===== config.mk =====
export PLATFORM = sky130hd
export DESIGN_NAME = serial_pattern_gen
export DESIGN_NICKNAME = d
export VERILOG_FILES = /design/src/rtl/serial_pattern_gen.sv
export SDC_FILE = /design/constraint.sdc
export NUM_CORES = 1
export LEC_CHECK = 0
export ABC_CLOCK_PERIOD_IN_PS = 2200
export BUFFER_PORTS_ARGS = -buffer_cell sky130_fd_sc_hd__buf_2
export CAP_MARGIN = 30
export CORE_ASPECT_RATIO = 1.75
export CORE_MARGIN = 1.5
export CORE_UTILIZATION = 28
export CTS_CLUSTER_SIZE = 40
export DETAILED_ROUTE_END_ITERATION = 12
export GPL_ROUTABILITY_DRIVEN = 0
export MAX_ROUTING_LAYER = met4
export SKIP_CTS_REPAIR_TIMING = 1
export SLEW_MARGIN = 20
export SYNTH_ARGS = -nofsm -noshare
export SYNTH_HDL_FRONTEND = slang
export SYNTH_SLANG_ARGS = --single-unit

===== constraint.sdc =====
create_clock -name clk -period 2.2 [get_ports clk]
set_clock_uncertainty 0.05 [all_clocks]
set_input_delay 0.33 -clock clk [delete_from_list [all_inputs] [get_ports clk]]
set_output_delay 0.33 -clock clk [all_outputs]
set_load 0.1 [all_outputs]

===== src/rtl/serial_pattern_gen.sv =====
// Serial pattern generator: latches a parallel pattern and shifts it out MSB-first,
// one bit per prescaler period (auto) or per step pulse (manual), one-shot or looping.
module serial_pattern_gen #(
  parameter int WIDTH = 8,
  parameter int DIV   = 4
) (
  input  logic                     clk,
  input  logic                     rst,
  input  logic                     start,
  input  logic                     stop,
  input  logic                     hold,
  input  logic                     repeat_mode,
  input  logic                     manual,
  input  logic                     step,
  input  logic [WIDTH-1:0]         pattern,
  output logic                     x,
  output logic                     bit_tick,
  output logic [$clog2(WIDTH)-1:0] bit_idx,
  output logic                     busy,
  output logic                     done
);

  localparam int IW = $clog2(WIDTH);
  localparam int PW = (DIV > 1) ? $clog2(DIV) : 1;

  typedef enum logic [1:0] {IDLE, RUN, DONE} state_t;

  state_t           state, state_n;
  logic [WIDTH-1:0] shreg, shreg_n;
  logic [WIDTH-1:0] pat_q, pat_q_n;
  logic [PW-1:0]    pcnt, pcnt_n;
  logic [IW-1:0]    bit_idx_n;
  logic             x_n, tick_n, adv;

  always_comb begin
    state_n   = state;
    shreg_n   = shreg;
    pat_q_n   = pat_q;
    pcnt_n    = pcnt;
    bit_idx_n = bit_idx;
    x_n       = x;
    tick_n    = 1'b0;
    adv       = 1'b0;
    if (stop) begin
      state_n   = IDLE;
      x_n       = 1'b0;
      bit_idx_n = '0;
      pcnt_n    = '0;
    end else if (start) begin
      state_n   = RUN;
      pat_q_n   = pattern;
      shreg_n   = pattern;
      x_n       = pattern[WIDTH-1];
      bit_idx_n = '0;
      pcnt_n    = '0;
      tick_n    = 1'b1;
    end else if (state == RUN && !hold) begin
      // Manual mode parks the prescaler at 0 so a return to auto starts a full bit period.
      adv = manual ? step : (pcnt == PW'(DIV - 1));
      if (manual || adv) pcnt_n = '0;
      else               pcnt_n = pcnt + PW'(1);
      if (adv) begin
        if (bit_idx != IW'(WIDTH - 1)) begin
          shreg_n   = shreg << 1;
          x_n       = shreg[WIDTH-2];
          bit_idx_n = bit_idx + IW'(1);
          tick_n    = 1'b1;
        end else if (repeat_mode) begin
          shreg_n   = pat_q;
          x_n       = pat_q[WIDTH-1];
          bit_idx_n = '0;
          tick_n    = 1'b1;
        end else begin
          state_n = DONE;
          x_n     = 1'b0;
        end
      end
    end
  end

  always_ff @(posedge clk) begin
    if (rst) begin
      state    <= IDLE;
      shreg    <= '0;
      pat_q    <= '0;
      pcnt     <= '0;
      bit_idx  <= '0;
      x        <= 1'b0;
      bit_tick <= 1'b0;
    end else begin
      state    <= state_n;
      shreg    <= shreg_n;
      pat_q    <= pat_q_n;
      pcnt     <= pcnt_n;
      bit_idx  <= bit_idx_n;
      x        <= x_n;
      bit_tick <= tick_n;
    end
  end

  assign busy = (state == RUN);
  assign done = (state == DONE);

endmodule


==> results of run 1 <==
report_power, final:
part	internal (W)	switching, W
clock	0.000160	0.000137
sequential	0.000449	0.00000751
combinational	0.0000455	0.0000673
total	0.000654	0.000211
cells in the mapped netlist:
| cell type | n | area, sq um |
|---|---|---|
| a2111oi_0 | 1 | 8.76 |
| a21oi_1 | 15 | 75.1 |
| a31oi_1 | 2 | 12.5 |
| and2b_1 | 1 | 7.51 |
| and3_1 | 1 | 6.26 |
| buf_6 | 2 | 22.5 |
| clkbuf_1 | 8 | 30.0 |
| dfxtp_1 | 24 | 480 |
| ha_1 | 4 | 50.1 |
| inv_1 | 2 | 7.51 |
| mux2_2 | 8 | 90.1 |
| mux2_4 | 1 | 15.0 |
| mux2i_1 | 7 | 70.1 |
| nand2_1 | 25 | 93.8 |
| nand2b_1 | 8 | 50.1 |
| nand3_1 | 2 | 10.0 |
| nand3b_1 | 2 | 15.0 |
| nand4_1 | 2 | 12.5 |
| nor2_1 | 3 | 11.3 |
| nor2b_1 | 4 | 25.0 |
| nor3_1 | 1 | 5.00 |
| nor3b_1 | 1 | 7.51 |
| o211ai_1 | 6 | 45.0 |
| o21a_1 | 1 | 7.51 |
| o31a_1 | 1 | 8.76 |
| o31ai_1 | 4 | 30.0 |
| o41a_1 | 1 | 11.3 |
| or3_1 | 1 | 6.26 |
| or3b_1 | 1 | 8.76 |
| or4_1 | 1 | 7.51 |
registers in the layout, summed over array words and instances, names as in the netlist:
name	count
pat_q	8
shreg	7
bit_idx	3
pcnt	2
state	2
bit_tick	1
x	1
worst min-delay path, cell delays in order:
cell and delay, ps:
buf_2 100, nand2_1 50, a21oi_1 50
path summary, 6_finish.rpt:
kind	from	end	slack, ps
worst max-delay path	pcnt[0]	shreg[2]	410
worst max register to register	pcnt[0]	shreg[2]	410
worst min-delay path	pattern[5]	pat_q[5]	250
worst min register to register	pat_q[3]	pat_q[3]	400
area by class of cell:
cell class	instances	area, sq um	area share, %
inverter	2	7.51	0.516
tap	49	61.3	4.22
sequential	24	484	33.3
timing repair buffer	28	155	10.7
multi-input combinational	104	691	47.5
clock buffer	4	55.1	3.79
stage by stage:
| stage | util (%) | area (sq um) | total power (W) |
|---|---|---|---|
| 6_report | 34.7 | 1450 | 0.000866 |
| 5_1_grt | 34.7 | 1450 | 0.000910 |
| 4_1_cts | 34.7 | 1450 | 0.000875 |
| 3_5_place_dp | 33.4 | 1400 | 0.000582 |
| 3_3_place_gp | 33.4 | 1400 | 0.000581 |
| 2_1_floorplan | - | 1230 | 0.000546 |
layer usage:
metal	vias up	track usage, %
met5	-	-
met4	0	5.13
met3	5	1.99
met2	20	20.7
met1	461	13.3
li1	536	-
logic make-up (layout without fill, tap and decap cells):
group / Yosys count / count (layout) / synth area share (%)
and+or+nand+nor: 53 / 53 / 21.6
AOI/OAI and AO/OA: 31 / 31 / 16.2
DFF: 24 / 24 / 39.0
buffers and inverters: 12 / 34 / 4.88
adders and majority gates: 4 / 4 / 4.07
muxes: 16 / 16 / 14.2
==> out/qor_table.md, run 1 <==
| Stage | Item | This run |
|---|---|---|
| route | Routed metal-1 wire length | 1.11 mm |
| worst setup path | Cell occurring most often along the worst timing path | mux2i_1 |
| cells and area | Synth-to-layout area growth | 18.1% |
| placed design | HPWL after detailed placement | 2.01 mm |
| synthesis | Seq/Total Area, Yosys | 39.0% |
| placed design | Number of cells after detailed placement | 207 |
| synthesis | Warnings from Yosys | 0 |
| sta | Setup TNS | 0 ps |
| route | Post-route antenna net violation count | 0 |
| route | Highest metal layer with signal wires | met4 |
| route | Vias | 1022 |
| global routing | Antenna violations before repair | 0 |
| global routing | Maximum number of pins on one net before global-route repair | 21 |
| global routing | Total overflow reported by the global router | 0 |
| clock network | Num CTS Buffers | 3 |
| clock network | Root Buffer | clkbuf_8 |
| hold path | Hold Path Depth | 3 |
| placed design | PortBufs | 22 |
| clock network | Clock sink count | 24 |
| sta | Highest Clock Rate | 559 MHz |
| route | Final wirelength | 2.59 mm |
| clock network | Clock tree from TritonCTS | yes |
| sta | Setup slack after layout | 412 ps |
| global routing | Vias in the first global route | 964 |
| cells and area | Fill cell count | 470 |
| clock network | Worst-case clock buffer depth | 2 |
| worst setup path | Worst Setup Start Kind | flop |
| route | Detailed-route vias per instance | 4.84 |
| die | Die H | 90.7 um |
| worst setup path | Category of the worst setup path capture point | flop |
| sta | Minimum clock period | 1790 ps |
| route | Detail-routed net length per standard cell | 12.3 um |
| sta | Period Utilization, post-route | 81.3% |
| die | Width of the die | 53.1 um |
| worst setup path | Critical path depth | 5 |
| sta | Total setup violations reported at the end of the flow | 0 |
| route | Residual DRC count | 0 |
| clock network | Clock transition at the register clock pins on the worst setup and hold paths after CTS | 80 ps |
| run | Reported max-cap violation count | 0 |
| worst setup path | Slowest CP cell | mux2i_1 |
| worst setup path | CP required | 2350 ps |
| global routing | Global-route wire length before repair | 4.31 mm |
| worst setup path | Kind of cell adding the most delay to the critical path | multiplexers |
| route | First-pass DRT Iterations | 4 |
| clock network | Insertion delay to the later sink of the worst-skew pair | 260 ps |
| worst setup path | Crit path DAT | 1940 ps |
| cells and area | Final Non-Filler Cells | 211 |
| hold path | Worst min path class | input port to flop |
| worst setup path | CP Cell Sequence | ha_1 > mux2i_1 > o41a_1 > buf_4 > mux2i_1 |
| placed design | Setup slack after placement | 413 ps |
| synthesis | Mean instance size in the synthesized netlist | 8.79 sq um |
| die | Area of the core | 4190 sq um |
| die | Rows | 31 |
| sta | Hold violation count in the final report | 0 |
| sta | Slew headroom | 58.8% |
| synthesis | Synth cell types | 30 |
| worst setup path | Path type of the worst setup path | flop to flop |
| route | Starting DRT DRC Count | 13 |
| worst setup path | Worst reg2reg path depth | 5 |
| synthesis | Post-synthesis net count | 160 |
| die | Die Area | 4820 sq um |
| power | Power per standard cell area | 596 nW/um^2 |
| cells and area | Number of nets at the end of the flow | 183 |
| die | Starting density of the core | 29.4% |
| cells and area | Layout cell share with drive strength beyond 1 | 27.2% |
| sta | Setup repair after global routing missed its margin | false |
| synthesis | Syn Std Cell Area | 1230 sq um |
| sta | Fin Hold WS | 252 ps |
| power | Leak | 0.613 nW |
| power | IR drop worst, VDD | 0.000315 V |
| cells and area | Most frequent cells in the layout | nand2_1 (25), buf_2 (22), dfxtp_1 (21), a21oi_1 (15) |
| synthesis | Number of instances in the synthesized netlist | 140 |
| die | Count of pins on the block boundary | 23 |
| global routing | Combined global-route utilization of all metal layers | 12.1% |
| sta | Actual transition at the worst max-transition pin | 601 ps |
| synthesis | Number of storage elements in the synthesis netlist | 24 |
| route | Sum of met2 wire segment lengths after detailed routing | 1.34 mm |
| clock network | # H-tree levels | 1 |
| run status | Outcome | completed |
| worst setup path | Crit-path max cell delay | 470 ps |
| worst setup path | Number of buffers and inverters on the critical path | 1 |
| worst setup path | Maximum fanout count along the critical path | 7 |
| cells and area | Number of diodes | 0 |
| sta | Fin. max-slew vios | 0 |
| route | Met3 routed wirelength | 99 um |
| cells and area | Most frequent standard cell in the layout excluding fill and tap cells | nand2_1 |
Power figures use the tool's default switching activity.
==> run 2: changes to the inputs <==
--- a/config.mk
+++ b/config.mk
@@ -5,7 +5,7 @@
 export SDC_FILE = /design/constraint.sdc
 export NUM_CORES = 1
 export LEC_CHECK = 0
-export ABC_CLOCK_PERIOD_IN_PS = 2200
+export ABC_CLOCK_PERIOD_IN_PS = 1500
 export BUFFER_PORTS_ARGS = -buffer_cell sky130_fd_sc_hd__buf_2
 export CAP_MARGIN = 30
 export CORE_ASPECT_RATIO = 1.75
==> constraint.sdc (replaced) <==
create_clock -name clk -period 1.5 [get_ports clk]
set_clock_uncertainty 0.05 [all_clocks]
set_input_delay 0.225 -clock clk [delete_from_list [all_inputs] [get_ports clk]]
set_output_delay 0.225 -clock clk [all_outputs]
set_load 0.1 [all_outputs]
==> run 2 against run 1 <==
Effect of this change:
- the flow now finishes with violations (setup timing)
- register-to-register slack worse by 540 ps
- cell area is 15% higher
- combinational power is 71% higher
- critical endpoint is now shreg[0]
==> out/qor_table.md, run 2 (synthesis gave the netlist of run 1 again) <==
| Stage | Item | This run |
|---|---|---|
| worst setup path | Maximum fanout count along the critical path | 2 |
| placed design | HPWL after detailed placement | 2.32 mm |
| global routing | Total overflow reported by the global router | 0 |
| worst setup path | Worst reg2reg setup slack | -130 ps |
| power | Relative contribution of sequential cells to total power | 52.8% |
| power | Leak | 0.687 nW |
| sta | Highest Clock Rate | 615 MHz |
| die | Count of pins on the block boundary | 23 |
| power | Power per standard cell area | 753 nW/um^2 |
| clock network | Root Buffer | clkbuf_8 |
| sta | Minimum clock period | 1630 ps |
| clock network | Num CTS Buffers | 3 |
| sta | Period Utilization, post-route | 108% |
| global routing | Maximum number of pins on one net before global-route repair | 14 |
| sta | Actual transition at the worst max-transition pin | 485 ps |
| worst setup path | Slowest CP cell | dfxtp_4 |
| worst setup path | Crit path DAT | 1740 ps |
| worst setup path | Worst reg2reg path depth | 5 |
| placed design | PortBufs | 22 |
| sta | Fin. max-slew vios | 0 |
| worst setup path | Path type of the worst setup path | flop to flop |
| run status | Outcome | finished, violations left |
| power | Switching share of total power | 26.6% |
| cells and area | Reg with most FFs | pat_q |
| route | Starting DRT DRC Count | 24 |
| clock network | # H-tree levels | 1 |
| clock network | Clock transition at the register clock pins on the worst setup and hold paths after CTS | 90 ps |
| global routing | Vias in the first global route | 1075 |
| cells and area | Number of nets at the end of the flow | 195 |
| clock network | Clock tree from TritonCTS | yes |
| worst setup path | CP required | 1620 ps |
| sta | Setup slack after layout | -127 ps |
| route | Vias | 1124 |
| clock network | Clock sink count | 24 |
| die | Width of the die | 53.1 um |
| route | Detailed-route vias per instance | 5.04 |
| cells and area | Layout cell share with drive strength beyond 1 | 38.5% |
| sta | Slew headroom | 67.9% |
| cells and area | Synth-to-layout area growth | 35.8% |
| cells and area | Final design instance area without fill | 1670 sq um |
| cells and area | Number of diodes | 0 |
| hold path | Worst min path class | input port to flop |
| sta | Total setup violations reported at the end of the flow | 8 |
| sta | Hold violation count in the final report | 0 |
| power | Switching power summed over all nets | 0.000335 W |
| worst setup path | R2r startpoint | bit_idx[1] |
| route | Detail-routed net length per standard cell | 13.1 um |
| cells and area | Most frequent standard cell in the layout excluding fill and tap cells | nand2_1 |
| cells and area | Flip-flop count of the largest register after layout | 8 |
| die | Area of the core | 4190 sq um |
| cells and area | Most frequent cells in the layout | nand2_1 (25), dfxtp_1 (20), buf_2 (20), buf_4 (15), a21oi_1 (13) |
| hold path | Hold_sp | pattern[6] |
| power | Clock power frac | 31.8% |
| worst setup path | Category of the worst setup path capture point | flop |
| sta | Setup repair after global routing missed its margin | true |
| route | First-pass DRT Iterations | 4 |
| global routing | Combined global-route utilization of all metal layers | 13.2% |
| global routing | Antenna violations before repair | 0 |
| route | Residual DRC count | 0 |
| placed design | Area after detailed placement | 1600 sq um |
| worst setup path | Cell occurring most often along the worst timing path | ha_4 |
| route | Final wirelength | 2.93 mm |
| run | Reported max-cap violation count | 0 |
| clock network | Worst-case clock buffer depth | 2 |
| die | Die H | 90.7 um |
| run status | Violated checks | setup timing |
| power | Portion of total power attributed to combinational logic | 15.3% |
| cells and area | Share of the core filled with cells in the final layout | 39.9% |
| global routing | Global-route wire length before repair | 4.65 mm |
| die | Starting density of the core | 29.4% |
| worst setup path | Crit-path max cell delay | 360 ps |
| worst setup path | CP Cell Sequence | ha_4 > ha_4 > nor2b_4 > o41a_1 > mux2_4 |
| hold path | Hold Path Depth | 3 |
| power | Internal power contribution | 0.000923 W |
| die | Rows | 31 |
| cells and area | Top flop regs | pat_q: 8 flops, shreg: 7 flops, bit_idx: 3 flops |
| hold path | Hold Crit Endpoint | pat_q[6] |
| worst setup path | Worst r2r dst | shreg[0] |
| worst setup path | Worst Setup Start Kind | flop |
| clock network | Insertion delay to the later sink of the worst-skew pair | 270 ps |
| power | IR drop worst, VDD | 0.000396 V |
| route | Post-route antenna net violation count | 0 |
| power | Post-layout power | 0.00126 W |
| die | Die Area | 4820 sq um |
## run 2: cell count changes in the layout (fill, tap and decap cells not counted), sizes merged
cell	delta
buf	+12
clkbuf	-1
clkinv	+1
## run 2: area by class of cell
type / count / area, sq um
Clock inverter: 1 / 3.75
Sequential cell: 24 / 493
Timing Repair Buffer: 40 / 295
Inverter: 2 / 7.51
Multi-Input combinational cell: 104 / 769
Clock buffer: 3 / 41.3
Fill cell: 440 / 2520
Tap cell: 49 / 61.3
## run 2: worst max-delay path: cells and delay by family (launching register included)
family          cells  cell delay [ps]
compound gates      1              360
fa+ha+maj           2              320
flops               1              360
mux                 1              310
simple gates        1              130
## run 2: worst max-delay path by stage
stage | start | end | cells past startpoint
after floorplan | bit_idx[1] | shreg[0] | 6
after CTS | bit_idx[1] | shreg[6] | 6
after detailed placement | hold | shreg[6] | 5
after global placement | hold | shreg[6] | 5
final | bit_idx[1] | shreg[0] | 5
after global routing | bit_idx[1] | shreg[0] | 5
## run 2: routing by layer
layer	routed length (um)	vias up	GRT usage (%)
met5	0	-	-
met1	1120	533	12.7
li1	-	559	-
met3	105	6	0.993
met2	1620	26	24.5
met4	85	0	7.05
## run 2: per-stage QoR
stage	setup TNS [ps]	std cells	hold slack (ps)	setup WS, ps
2_1_floorplan	-1870	140	254	-330
3_3_place_gp	-1160	219	389	-143
3_5_place_dp	-1310	219	401	-168
4_1_cts	-1010	223	137	-138
5_1_grt	-1180	223	151	-170
6_report	-781	223	140	-127
## run 2: power groups by stage
stage	Clock [W]	Combinational (W)	Sequential, W
4_1_cts	0.000408	0.000191	0.000664
5_1_grt	0.000437	0.000211	0.000668
3_3_place_gp	0	0.000189	0.000679
2_1_floorplan	0	0.000108	0.000693
6_report	0.000400	0.000193	0.000664
3_5_place_dp	0	0.000191	0.000679
==> run 3: changes to the inputs <==
--- a/config.mk
+++ b/config.mk
@@ -8,13 +8,16 @@
 export ABC_CLOCK_PERIOD_IN_PS = 1500
 export BUFFER_PORTS_ARGS = -buffer_cell sky130_fd_sc_hd__buf_2
 export CAP_MARGIN = 30
+export CELL_PAD_IN_SITES_DETAIL_PLACEMENT = 1
+export CELL_PAD_IN_SITES_GLOBAL_PLACEMENT = 1
 export CORE_ASPECT_RATIO = 1.75
-export CORE_MARGIN = 1.5
+export CORE_MARGIN = 2
 export CORE_UTILIZATION = 28
 export CTS_CLUSTER_SIZE = 40
 export DETAILED_ROUTE_END_ITERATION = 12
 export GPL_ROUTABILITY_DRIVEN = 0
 export MAX_ROUTING_LAYER = met4
+export PLACE_DENSITY_LB_ADDON = 0.1
 export SKIP_CTS_REPAIR_TIMING = 1
 export SLEW_MARGIN = 20
 export SYNTH_ARGS = -nofsm -noshare
==> run 3 against run 2 <==
Effect of this change:
- the run still ends with setup timing left
- cell area up 1.6%
- hold slack better by 1.6 ps
- die area rose by 3.0%
- critical path type unchanged
- clock power about the same
- largest power group unchanged
==> out/qor_table.md, run 3 (synthesis gave the netlist of run 1 again) <==
| Stage | Item | This run |
|---|---|---|
| global routing | Antenna violations before repair | 0 |
| die | Starting density of the core | 29.4% |
| cells and area | Layout cell share with drive strength beyond 1 | 40.0% |
| sta | Slew headroom | 67.3% |
| sta | Total setup violations reported at the end of the flow | 8 |
| sta | Setup TNS | -901 ps |
| die | Die Area | 4960 sq um |
| hold path | Worst min path class | input port to flop |
| route | Detail-routed net length per standard cell | 15.3 um |
| cells and area | Number of diodes | 0 |
| power | IR drop worst, VDD | 0.000432 V |
| worst setup path | Category of the worst setup path capture point | flop |
| die | Rows | 31 |
| cells and area | Footprint of the multi-input gates | 787 sq um |
| route | First-pass DRT Iterations | 2 |
| route | Post-route antenna net violation count | 0 |
| cells and area | Flip-flop count of the largest register after layout | 8 |
| sta | Hold violation count in the final report | 0 |
| hold path | Hold Path Depth | 3 |
| cells and area | Synth-to-layout area growth | 37.9% |
| worst setup path | Worst r2r dst | shreg[0] |
| die | Count of pins on the block boundary | 23 |
| sta | Fin. max-slew vios | 0 |
| placed design | HPWL after detailed placement | 2.70 mm |
| clock network | Num CTS Buffers | 3 |
| die | Die H | 91.7 um |
| sta | Minimum clock period | 1630 ps |
| placed design | PortBufs | 22 |
| route | Final wirelength | 3.43 mm |
| cells and area | Most frequent cells in the layout | nand2_1 (25), buf_2 (20), dfxtp_1 (19), buf_4 (16), a21oi_1 (13) |
| hold path | Hold Crit Endpoint | pat_q[1] |
| power | Power per standard cell area | 743 nW/um^2 |
| cells and area | Most frequent standard cell in the layout excluding fill and tap cells | nand2_1 |
| cells and area | Share of the core filled with cells in the final layout | 40.5% |
| sta | Actual transition at the worst max-transition pin | 494 ps |
| cells and area | Final design instance area without fill | 1700 sq um |
| global routing | Global-route wire length before repair | 5.57 mm |
| run status | Outcome | finished, violations left |
| cells and area | Top flop regs | pat_q: 8 flops, shreg: 7 flops, bit_idx: 3 flops |
| sta | Setup slack after layout | -135 ps |
| route | Vias | 1138 |
| worst setup path | R2r startpoint | bit_idx[0] |
| route | Starting DRT DRC Count | 11 |
| run | Reported max-cap violation count | 0 |
| worst setup path | Worst reg2reg setup slack | -130 ps |
| cells and area | Reg with most FFs | pat_q |
| worst setup path | Crit path DAT | 1750 ps |
| placed design | Area after detailed placement | 1600 sq um |
| global routing | Vias in the first global route | 1173 |
| sta | Setup repair after global routing missed its margin | true |
| die | Width of the die | 54.1 um |
| worst setup path | Path type of the worst setup path | flop to flop |
| worst setup path | CP required | 1610 ps |
| clock network | Clock tree from TritonCTS | yes |
| power | Post-layout power | 0.00126 W |
| cells and area | Fill cell count | 502 |
| run status | Violated checks | setup timing |
| global routing | Combined global-route utilization of all metal layers | 15.6% |
| clock network | Root Buffer | clkbuf_8 |
| sta | Highest Clock Rate | 612 MHz |
| cells and area | Number of nets at the end of the flow | 196 |
| route | Detailed-route vias per instance | 5.08 |
| clock network | Insertion delay to the later sink of the worst-skew pair | 270 ps |
| clock network | # H-tree levels | 1 |
| global routing | Total overflow reported by the global router | 0 |
| cells and area | Sequential cell area | 494 sq um |
| sta | Period Utilization, post-route | 109% |
| power | Leak | 0.694 nW |
| clock network | Clock sink count | 24 |
| worst setup path | Worst reg2reg path depth | 5 |
| worst setup path | Worst Setup Start Kind | flop |
| clock network | Worst-case clock buffer depth | 2 |
| worst setup path | Maximum fanout count along the critical path | 2 |
| die | Area of the core | 4190 sq um |
| hold path | Hold_sp | pattern[1] |
| clock network | Clock transition at the register clock pins on the worst setup and hold paths after CTS | 90 ps |
| global routing | Maximum number of pins on one net before global-route repair | 14 |
| route | Residual DRC count | 0 |
==> run 3: cell count changes in the layout (fill, tap and decap cells not counted), sizes merged <==
cell and change:
buf +1
==> run 3: power breakdown <==
group / total [W] / internal [W] / switching, W
combinational: 0.000199 / 0.0000866 / 0.000112
sequential: 0.000666 / 0.000654 / 0.0000117
clock: 0.000397 / 0.000183 / 0.000214
total: 0.00126 / 0.000924 / 0.000338
==> run 3: how the worst max path moves through the flow <==
stage / endpoint / depth (start not counted) / start
finish: shreg[0] / 5 / bit_idx[0]
global route: shreg[2] / 6 / bit_idx[1]
CTS: shreg[4] / 6 / bit_idx[0]
detailed placement: shreg[2] / 5 / hold
global placement: shreg[4] / 5 / hold
floorplan: shreg[0] / 6 / bit_idx[1]
==> run 3: routing by layer <==
metal	vias to the layer above	GRT usage, %	part of all wire, %
li1	562	-	-
met2	14	28.7	60
met4	0	5.63	0.85
met5	-	-	0
met3	2	1.63	2.0
met1	560	16.0	37
==> run 3: worst max-delay path: stages, from the launching register on <==
cell and delay [ps]:
dfxtp_4 360, ha_4 160, ha_4 170, nor2b_4 130
o41a_1 360, mux2_4 310
==> run 3: stage by stage <==
| stage | instances | worst slack [ps] | hold WS (ps) |
|---|---|---|---|
| 2_1_floorplan | 140 | -330 | 254 |
| 3_3_place_gp | 219 | -154 | 392 |
| 3_5_place_dp | 219 | -187 | 397 |
| 4_1_cts | 223 | -165 | 136 |
| 5_1_grt | 224 | -175 | 151 |
| 6_report | 224 | -135 | 142 |
==> run 3: layout make-up <==
class	count	share of cell area, %
Inverter	2	0.442
Tap cell	49	3.61
Clock inverter	1	0.221
Multi-Input combinational cell	104	46.4
Sequential cell	24	29.1
Timing Repair Buffer	41	17.8
Clock buffer	3	2.43
